[config.mk]
export PLATFORM = sky130hd
export DESIGN_NAME = stream_mux
export DESIGN_NICKNAME = d
export VERILOG_FILES = /design/src/rtl/mux_pkg.sv /design/src/rtl/stream_mux_rr_arbiter.sv /design/src/rtl/stream_mux.sv
export SDC_FILE = /design/constraint.sdc
export NUM_CORES = 1
export LEC_CHECK = 0
export ABC_AREA = 1
export CAP_MARGIN = 20
export CORE_UTILIZATION = 23
export DETAILED_ROUTE_END_ITERATION = 8
export DONT_BUFFER_PORTS = 1
export HOLD_SLACK_MARGIN = 0.15
export PLACE_DENSITY = 0.46
export SLEW_MARGIN = 20
export SYNTH_ARGS = -nofsm -noshare
export SYNTH_HDL_FRONTEND = slang
export SYNTH_SLANG_ARGS = --single-unit
[constraint.sdc]
create_clock -name clk -period 1.22 [get_ports clk]
set_input_delay 0.122 -clock clk [delete_from_list [all_inputs] [get_ports clk]]
set_output_delay 0.122 -clock clk [all_outputs]
set_load 0.02 [all_outputs]
[src/rtl/mux_pkg.sv]
// rtl/mux_pkg.sv - shared types for the stream multiplexer family
package mux_pkg;
   typedef enum logic {MUX_SEL, MUX_RR} mux_mode_e;
endpackage

[src/rtl/stream_mux_rr_arbiter.sv]
// rtl/stream_mux_rr_arbiter.sv - rotating-priority arbiter: first requester at or after ptr wins
module rr_arbiter #(
   parameter int  N    = 4,
   localparam int SELW = $clog2(N)
) (
   input  logic [N-1:0]    req,
   input  logic [SELW-1:0] ptr,
   output logic [N-1:0]    grant,
   output logic [SELW-1:0] idx
);
   logic [SELW:0]   sum;
   logic [SELW-1:0] jj;

   always_comb begin
      grant = '0;
      idx   = '0;
      sum   = '0;
      jj    = '0;
      // ptr < N and k < N, so one conditional subtract gives (ptr + k) mod N.
      for (int k = 0; k < N; k++) begin
         sum = {1'b0, ptr} + (SELW+1)'(k);
         if (sum >= (SELW+1)'(N)) sum = sum - (SELW+1)'(N);
         jj = sum[SELW-1:0];
         if (grant == '0 && req[jj]) begin
            grant[jj] = 1'b1;
            idx       = jj;
         end
      end
   end
endmodule

[src/rtl/stream_mux.sv]
// rtl/stream_mux.sv - N-way valid/ready mux with a registered output, external select or round-robin
module stream_mux
   import mux_pkg::*;
#(
   parameter int        WIDTH = 32,
   parameter int        N     = 4,
   parameter mux_mode_e MODE  = MUX_SEL,
   localparam int       SELW  = $clog2(N)
) (
   input  logic               clk,
   input  logic               reset,
   input  logic [N*WIDTH-1:0] in_data,
   input  logic [N-1:0]       in_valid,
   output logic [N-1:0]       in_ready,
   input  logic [SELW-1:0]    sel,
   output logic [WIDTH-1:0]   out_data,
   output logic               out_valid,
   input  logic               out_ready,
   output logic [SELW-1:0]    out_src
);
   logic [N-1:0]     grant;
   logic [SELW-1:0]  grant_idx;
   logic [WIDTH-1:0] grant_data;
   logic             can_load;
   logic [WIDTH-1:0] out_data_q, out_data_d;
   logic             out_valid_q, out_valid_d;
   logic [SELW-1:0]  out_src_q, out_src_d;
   logic [SELW-1:0]  ptr_q, ptr_d;

   generate
      if (MODE == MUX_RR) begin : g_rr
         rr_arbiter #(.N(N)) u_arb (
            .req   (in_valid),
            .ptr   (ptr_q),
            .grant (grant),
            .idx   (grant_idx)
         );
      end else begin : g_sel
         // An out-of-range select matches no channel, so nothing is granted.
         always_comb begin
            grant = '0;
            for (int i = 0; i < N; i++) begin
               if (sel == SELW'(i)) grant[i] = in_valid[i];
            end
         end
         assign grant_idx = sel;
      end
   endgenerate

   always_comb begin
      grant_data = '0;
      for (int i = 0; i < N; i++) begin
         if (grant[i]) grant_data = in_data[i*WIDTH +: WIDTH];
      end
   end

   assign can_load = !out_valid_q || out_ready;
   assign in_ready = (reset || !can_load) ? '0 : grant;

   always_comb begin
      out_valid_d = out_valid_q;
      out_data_d  = out_data_q;
      out_src_d   = out_src_q;
      ptr_d       = ptr_q;
      if (can_load) begin
         out_valid_d = |grant;
         if (|grant) begin
            out_data_d = grant_data;
            out_src_d  = grant_idx;
            ptr_d      = (grant_idx == SELW'(N - 1)) ? '0 : grant_idx + 1'b1;
         end
      end
   end

   always_ff @(posedge clk) begin
      if (reset) begin
         out_valid_q <= 1'b0;
         out_data_q  <= '0;
         out_src_q   <= '0;
         ptr_q       <= '0;
      end else begin
         out_valid_q <= out_valid_d;
         out_data_q  <= out_data_d;
         out_src_q   <= out_src_d;
         ptr_q       <= ptr_d;
      end
   end

   assign out_data  = out_data_q;
   assign out_valid = out_valid_q;
   assign out_src   = out_src_q;
endmodule
==> results of run 1 <==
## cell families after synthesis
logic type	Yosys count
compound gates	2
buf+inv	65
flops	35
simple gates	316
## stage by stage
step	hold WS [ns]	setup WS (ns)
after detailed placement	0.187	-0.00988
after global placement	0.193	-0.00702
after floorplan	0.184	0.0557
==> flow_summary_export.csv, run 1 <==
group,metric,value,unit
placed_design,gp_congestion,0.728,
logic_synthesis,syn-num-nets,555,
logic_synthesis,synth-seq-area-share,0.307,
floorplan,rows,36,
logic_synthesis,synthFlopType,"dfxtp_1",
run_status,status,"aborted with a tool error",
logic_synthesis,synth_top_family_by_area,"simple AND/OR/NAND/NOR gates",
clock_tree,postCtsSetupRepairBufs,7,
logic_synthesis,synth_compound_area_frac,0.00930,
logic_synthesis,yosysWarnings,0,
logic_synthesis,syn_area_per_cell,5.47,µm²
placed_design,place_inst,555,
floorplan,die_w,102,µm
clock_tree,cts_sinks,35,
logic_synthesis,yosysMostFrequentCell,"nand2_1",
placed_design,place_hpwl,5670,µm
logic_synthesis,synthCells,418,
floorplan,io_pins,176,
placed_design,portBuffers,0,
run_status,tool.error,"[ERROR RSZ-0060] Max buffer count reached.",
clock_tree,ctsResizeCount,25,
clock_tree,cts_root_buf,"clkbuf_8",
logic_synthesis,synthTopCellsByCount,"169 x nand2_1, 78 x nor2_1, 38 x inv_1",
logic_synthesis,synthMuxAreaShare,0,
placed_design,post_dp_cell_area,0.00262,mm²
logic_synthesis,netlist_area,0.00229,mm²
run_status,stop_stage,"clock tree synthesis (4_1_cts)",
clock_tree,postCtsHoldBufs,115,
logic_synthesis,synth_edf_count,0,
logic_synthesis,async_reset_ff_frac,0,
clock_tree,htree_levels,2,
logic_synthesis,synth_top_area_cell,"dfxtp_1",
logic_synthesis,synthSimpleGateAreaFrac,0.574,
floorplan,die_y,102,µm
logic_synthesis,synth_top_cell_area_share,0.307,
logic_synthesis,synth_seq_cells,35,
logic_synthesis,yosysUniqueCellTypes,13,
logic_synthesis,netlist_top_cells_area,"dfxtp_1 31%, nand2_1 28%, nor2_1 13%",
clock_tree,cts_buffer_depth,2,
logic_synthesis,synthXorXnorAreaFrac,0,
clock_tree,cts_made_buffers,5,
floorplan,initial_core_util,0.236,
logic_synthesis,synth_fa_ha_area_frac,0,
==> run 2, diff against run 1 <==
--- a/config.mk
+++ b/config.mk
@@ -7,11 +7,10 @@
 export LEC_CHECK = 0
 export ABC_AREA = 1
 export CAP_MARGIN = 20
-export CORE_UTILIZATION = 23
+export CORE_UTILIZATION = 20
 export DETAILED_ROUTE_END_ITERATION = 8
 export DONT_BUFFER_PORTS = 1
-export HOLD_SLACK_MARGIN = 0.15
-export PLACE_DENSITY = 0.46
+export PLACE_DENSITY_LB_ADDON = 0.15
 export SLEW_MARGIN = 20
 export SYNTH_ARGS = -nofsm -noshare
 export SYNTH_HDL_FRONTEND = slang
==> flow_summary_export.csv, run 2 <==
group,metric,value,unit
run_status,status,"complete, but fails checks",
run_status,violations,"negative setup slack",
floorplan,die-area,0.0119,mm²
final_layout,final_cell_area,0.00296,mm²
pwr,power,3.55,mW
logic_synthesis,synthTopCellsByCount,"169 x nand2_1, 78 x nor2_1, 38 x inv_1",
logic_synthesis,yosysWarnings,0,
timing,tightest_slew,0.290,ns
clock_tree,cts_root_buf,"clkbuf_16",
clock_tree,cts_buffer_depth,2,
clock_tree,insertion_delay,0.27,ns
pwr,ir_worst_vdd,0.468,mV
grt,groute.usage.overall,0.129,
placed_design,gp_congestion,0.752,
logic_synthesis,syn-num-nets,555,
worst_hold_path,min_path_type,"in -> reg",
grt,busiest_layer,"met2",
grt,overflow,0,
pwr,leakagePower,1.34,nW
clock_tree,cts_tree,"built",
worst_setup_path,arrival,1.46,ns
logic_synthesis,synth-seq-area-share,0.307,
clock_tree,cts_sinks,35,
logic_synthesis,netlist_area,0.00229,mm²
grt,antenna_found_initial,0,
job,cap_violations,0,
worst_setup_path,path_class,"reg -> reg",
final_layout,mostFrequentLayoutCells,"161 x nand2_1, 68 x nor2_1, 37 x nand3_1",
timing,skew,0.00445,ns
final_layout,num_antenna_cells,0,
grt,grt_max_degree,35,
routing,wl_per_cell,14.7,µm
worst_setup_path,rr_worst_depth,10,
logic_synthesis,yosysUniqueCellTypes,13,
timing,setup_viol,25,
final_layout,layout_commonest_cell,"nand2_1",
routing,firstDrtPassIters,4,
logic_synthesis,netlist_top_cells_area,"dfxtp_1 31%, nand2_1 28%, nor2_1 13%",
routing,ant_nets,0,
routing,routed-via-count,2608,
placed_design,dp_worst_setup_slack,0.0185,ns
clock_tree,htree_levels,2,
worst_setup_path,path_max_fanout,8,
clock_tree,cts_made_buffers,5,
timing,setup_slack,-0.0713,ns
placed_design,place_hpwl,6060,µm
floorplan,fp.coreArea,0.0110,mm²
timing,hold_viol_final,0,
final_layout,final_cells,573,
timing,fmax,774,MHz
logic_synthesis,synth_top_cell_area_share,0.307,
routing,vias_per_cell,4.55,
placed_design,post_dp_cell_area,0.00257,mm²
placed_design,place_inst,556,
logic_synthesis,async_reset_ff_frac,0,
final_layout,area_growth,29.5,%
floorplan,initial_core_util,0.208,
floorplan,die_w,109,µm
floorplan,rows,38,
routing,drt_wl_total,8410,µm
grt,grt_pass1_wl,11600,µm
logic_synthesis,synth_edf_count,0,
logic_synthesis,synth_top_area_cell,"dfxtp_1",
worst_setup_path,crit_path_start_kind,"flop",
timing,rsz0062_at_grt,"true",
logic_synthesis,synthFlopType,"dfxtp_1",
pwr,power_density,1200,mW/mm²
floorplan,io_pins,176,
timing,finalCritPeriodShare,1.06,
worst_setup_path,endpoint_kind,"flop",
grt,use_met1,0.150,
final_layout,layout.nets,571,
floorplan,die_y,109,µm
worst_setup_path,required,1.39,ns
logic_synthesis,synth_seq_cells,35,
timing,finalMaxSlewViolations,0,
routing,first_iter_violations,101,
logic_synthesis,syn_area_per_cell,5.47,µm²
logic_synthesis,synthCells,418,
final_layout,largest_reg_flops,32,
logic_synthesis,yosysMostFrequentCell,"nand2_1",
grt,grt_pass1_vias,2307,
clock_tree,path_clk_slew,0.06,ns
timing,relSlewSlack,0.807,
grt,use_met3,0.0341,
timing,period_needed,1.29,ns
worst_hold_path,min_delay_path_depth,4,
placed_design,portBuffers,0,
grt,met2_usage,0.232,
routing,drcViolationCount,0,
final_layout,layout-drive-gt1-share,0.141,
run 2: cell counts after synthesis:
Identical to the previous run, type by type.
run 2: cells by family after synthesis:
group	synth area share
AOI/OAI and AO/OA	0.00930
buffers and inverters	0.110
DFF	0.307
and+or+nand+nor	0.574
run 2: routing by layer:
metal / up-vias / wire length, µm
met3: 4 / 794
met2: 123 / 4060
met5: - / 0
met4: 0 / 88
met1: 1157 / 3470
li1: 1324 / -
run 2: worst max-delay path: stages, from the launching register on:
cell	delay [ns]
dfxtp_2	0.33
inv_2	0.04
nor2_4	0.10
inv_2	0.05
buf_6	0.12
o21ai_4	0.10
buf_12	0.16
clkbuf_16	0.15
nand2_1	0.05
nand2_1	0.05
nor2_1	0.04
run 2: where the power goes:
part / internal (mW) / switching [mW]
registers: 1.27 / 0.220
logic: 0.376 / 0.485
clock network: 0.735 / 0.460
total: 2.38 / 1.16
run 2: timing repair:
action / in CTS / in global routing
pin swaps: 1 / 3
setup buffers: 3 / 3
cloned: 0 / 4
hold buffers: 1 / 0
endpoints found under the hold margin: 1 / 0
resized for setup: 20 / 13
setup endpoints to repair: 4 / 36
run 2: area by class of cell:
class	instances	area [µm²]
inverter	40	150
multi-input combinational	318	1420
tap	140	175
fill	1268	8020
clock buffer	6	129
sequential	35	702
timing repair buffer	34	382
run 2: final timing paths:
| check | to | slack (ns) | start |
|---|---|---|---|
| setup / recovery | out_data[29]$_SDFFE_PP0P_ | -0.07 | out_valid$_SDFFE_PP0P_ |
| hold / removal | out_data[6]$_SDFFE_PP0P_ | 0.09 | in_data[38] |
| hold reg to reg | out_data[29]$_SDFFE_PP0P_ | 0.51 | out_data[29]$_SDFFE_PP0P_ |
| setup reg to reg | out_data[29]$_SDFFE_PP0P_ | -0.07 | out_valid$_SDFFE_PP0P_ |
run 2: through the flow:
| stage | hold slack, ns | setup TNS (ns) | utilization |
|---|---|---|---|
| 5_1_grt | 0.110 | -3.91 | 0.270 |
| 3_5_place_dp | 0.194 | 0 | 0.234 |
| 4_1_cts | 0.0838 | -0.624 | 0.255 |
| 3_3_place_gp | 0.192 | 0 | 0.234 |
| 2_1_floorplan | 0.184 | 0 | - |
| 6_report | 0.0895 | -1.12 | 0.270 |
No activity file was read; power rests on OpenSTA's default activity.
==> run 3, diff against run 2 <==
--- a/config.mk
+++ b/config.mk
@@ -7,6 +7,8 @@
 export LEC_CHECK = 0
 export ABC_AREA = 1
 export CAP_MARGIN = 20
+export CELL_PAD_IN_SITES_DETAIL_PLACEMENT = 0
+export CELL_PAD_IN_SITES_GLOBAL_PLACEMENT = 1
 export CORE_UTILIZATION = 20
 export DETAILED_ROUTE_END_ITERATION = 8
 export DONT_BUFFER_PORTS = 1
==> flow_summary_export.csv, run 3 (synthesis results as in run 2) <==
group,metric,value,unit
floorplan,fp.coreArea,0.0110,mm²
worst_setup_path,arrival,1.17,ns
grt,grt_max_degree,34,
job,cap_violations,0,
routing,drcViolationCount,0,
grt,overflow,0,
final_layout,num_antenna_cells,0,
timing,fmax,772,MHz
routing,first_iter_violations,75,
grt,grt_pass1_vias,2481,
routing,ant_nets,0,
grt,antenna_found_initial,0,
pwr,ir_worst_vdd,0.576,mV
final_layout,mostFrequentLayoutCells,"136 x nand2_1, 62 x nor2_1, 37 x nand3_1",
timing,finalMaxSlewViolations,0,
final_layout,layout_commonest_cell,"nand2_1",
clock_tree,htree_levels,2,
clock_tree,cts_tree,"built",
grt,grt_pass1_wl,12500,µm
timing,relSlewSlack,0.754,
floorplan,die_y,109,µm
worst_hold_path,min_path_type,"in -> reg",
floorplan,rows,38,
worst_setup_path,endpoint_kind,"output pin",
clock_tree,path_clk_slew,0.06,ns
floorplan,io_pins,176,
clock_tree,cts_made_buffers,5,
run_status,status,"complete, but fails checks",
final_layout,area_growth,37.9,%
worst_setup_path,r2r_slack,-0.04,ns
floorplan,die_w,109,µm
worst_setup_path,reg2reg_to,"out_data[31]$_SDFFE_PP0P_",
routing,vias_per_cell,4.53,
placed_design,place_hpwl,6290,µm
timing,finalCritPeriodShare,1.06,
worst_setup_path,startpoint,"out_valid$_SDFFE_PP0P_",
timing,tightest_slew,0.367,ns
worst_setup_path,path_max_fanout,4,
floorplan,die-area,0.0119,mm²
final_layout,seq_area,702,µm²
timing,tns,-0.694,ns
timing,setup_viol,22,
grt,groute.usage.overall,0.137,
routing,firstDrtPassIters,4,
pwr,leakagePower,1.38,nW
floorplan,initial_core_util,0.208,
worst_setup_path,path_class,"reg -> out",
final_layout,fin_util,0.287,
final_layout,layout-drive-gt1-share,0.221,
clock_tree,cts_sinks,35,
routing,wl_per_cell,15.8,µm
final_layout,nFillCells,1245,
worst_setup_path,crit_end,"in_ready[0]",
worst_setup_path,rr_worst_depth,9,
timing,setup_slack,-0.0761,ns
final_layout,largest_reg_flops,32,
routing,routed-via-count,2620,
placed_design,gp_congestion,0.721,
timing,hold_viol_final,0,
clock_tree,cts_buffer_depth,2,
timing,skew,0.00556,ns
placed_design,portBuffers,0,
run_status,violations,"negative setup slack",
placed_design,place_inst,560,
routing,drt_wl_total,9110,µm
worst_setup_path,r2r_start,"out_valid$_SDFFE_PP0P_",
final_layout,multi_input_area,0.00156,mm²
timing,period_needed,1.30,ns
timing,rsz0062_at_grt,"true",
pwr,power_density,1230,mW/mm²
final_layout,layout.nets,574,
final_layout,final_cells,578,
worst_setup_path,crit_path_start_kind,"flop",
clock_tree,cts_root_buf,"clkbuf_16",
worst_setup_path,required,1.10,ns
clock_tree,insertion_delay,0.28,ns
==> run 3: cell types whose count changed in the layout (fill, tap and decap cells not counted) <==
cell,change
buf_4,+2
buf_8,-1
clkbuf_16,+1
clkbuf_8,+2
nand2_1,-25
nand2_2,+17
nand2_4,+8
nor2_1,-6
nor2_2,+5
nor2_4,+1
o21ai_4,+1
==> run 3: critical path, cell delays in order (launching register included) <==
cell	delay (ns)
dfxtp_2	0.33
inv_2	0.04
nor2_4	0.09
inv_2	0.05
buf_6	0.12
nand2_8	0.06
nor2_1	0.05
buf_4	0.15
==> run 3: area by class of cell <==
cell class                 count  share of cell area
clock buffer                   8              0.0496
inverter                      40              0.0476
multi-input combinational    319               0.495
sequential                    35               0.223
tap                          140              0.0556
timing repair buffer          36               0.129
==> run 3: power breakdown <==
| part | switching, mW | internal [mW] |
|---|---|---|
| clock | 0.508 | 0.871 |
| combinational | 0.576 | 0.429 |
| sequential | 0.218 | 1.27 |
==> run 3: worst min path at each step <==
stage,to,startpoint,depth (start not counted)
final,out_data[4]$_SDFFE_PP0P_,in_data[36],4
after global routing,out_data[26]$_SDFFE_PP0P_,in_data[58],4
after CTS,out_data[27]$_SDFFE_PP0P_,in_data[59],4
after detailed placement,out_valid$_SDFFE_PP0P_,reset,1
after global placement,out_valid$_SDFFE_PP0P_,reset,1
after floorplan,out_valid$_SDFFE_PP0P_,reset,1
==> run 3: layer usage <==
| metal | global-route usage | vias up | part of all wire |
|---|---|---|---|
| met2 | 0.229 | 115 | 0.48 |
| met1 | 0.171 | 1164 | 0.43 |
| li1 | - | 1337 | - |
| met4 | 0.0357 | 0 | 0.0072 |
| met5 | 0 | - | 0 |
| met3 | 0.0400 | 4 | 0.086 |
==> run 3: repair_timing <==
action,4_1_cts,5_1_grt
setup endpoints to repair,4,36
gates resized for setup,5,66
endpoints found under the hold margin,1,0
gates cloned,0,7
pin swaps,1,15
hold buffers,1,0
buffers inserted,2,0
==> run 3: through the flow <==
| stage | total power, mW | hold WS (ns) | area [µm²] | setup WS [ns] |
|---|---|---|---|---|
| after floorplan | 2.02 | 0.184 | 2290 | 0.0557 |
| after global placement | 2.23 | 0.188 | 2610 | 0.0559 |
| after detailed placement | 2.24 | 0.188 | 2610 | 0.0437 |
| after CTS | 3.69 | 0.0815 | 2800 | -0.0980 |
| after global routing | 4.12 | 0.109 | 3150 | -0.150 |
| final | 3.87 | 0.0830 | 3150 | -0.0761 |
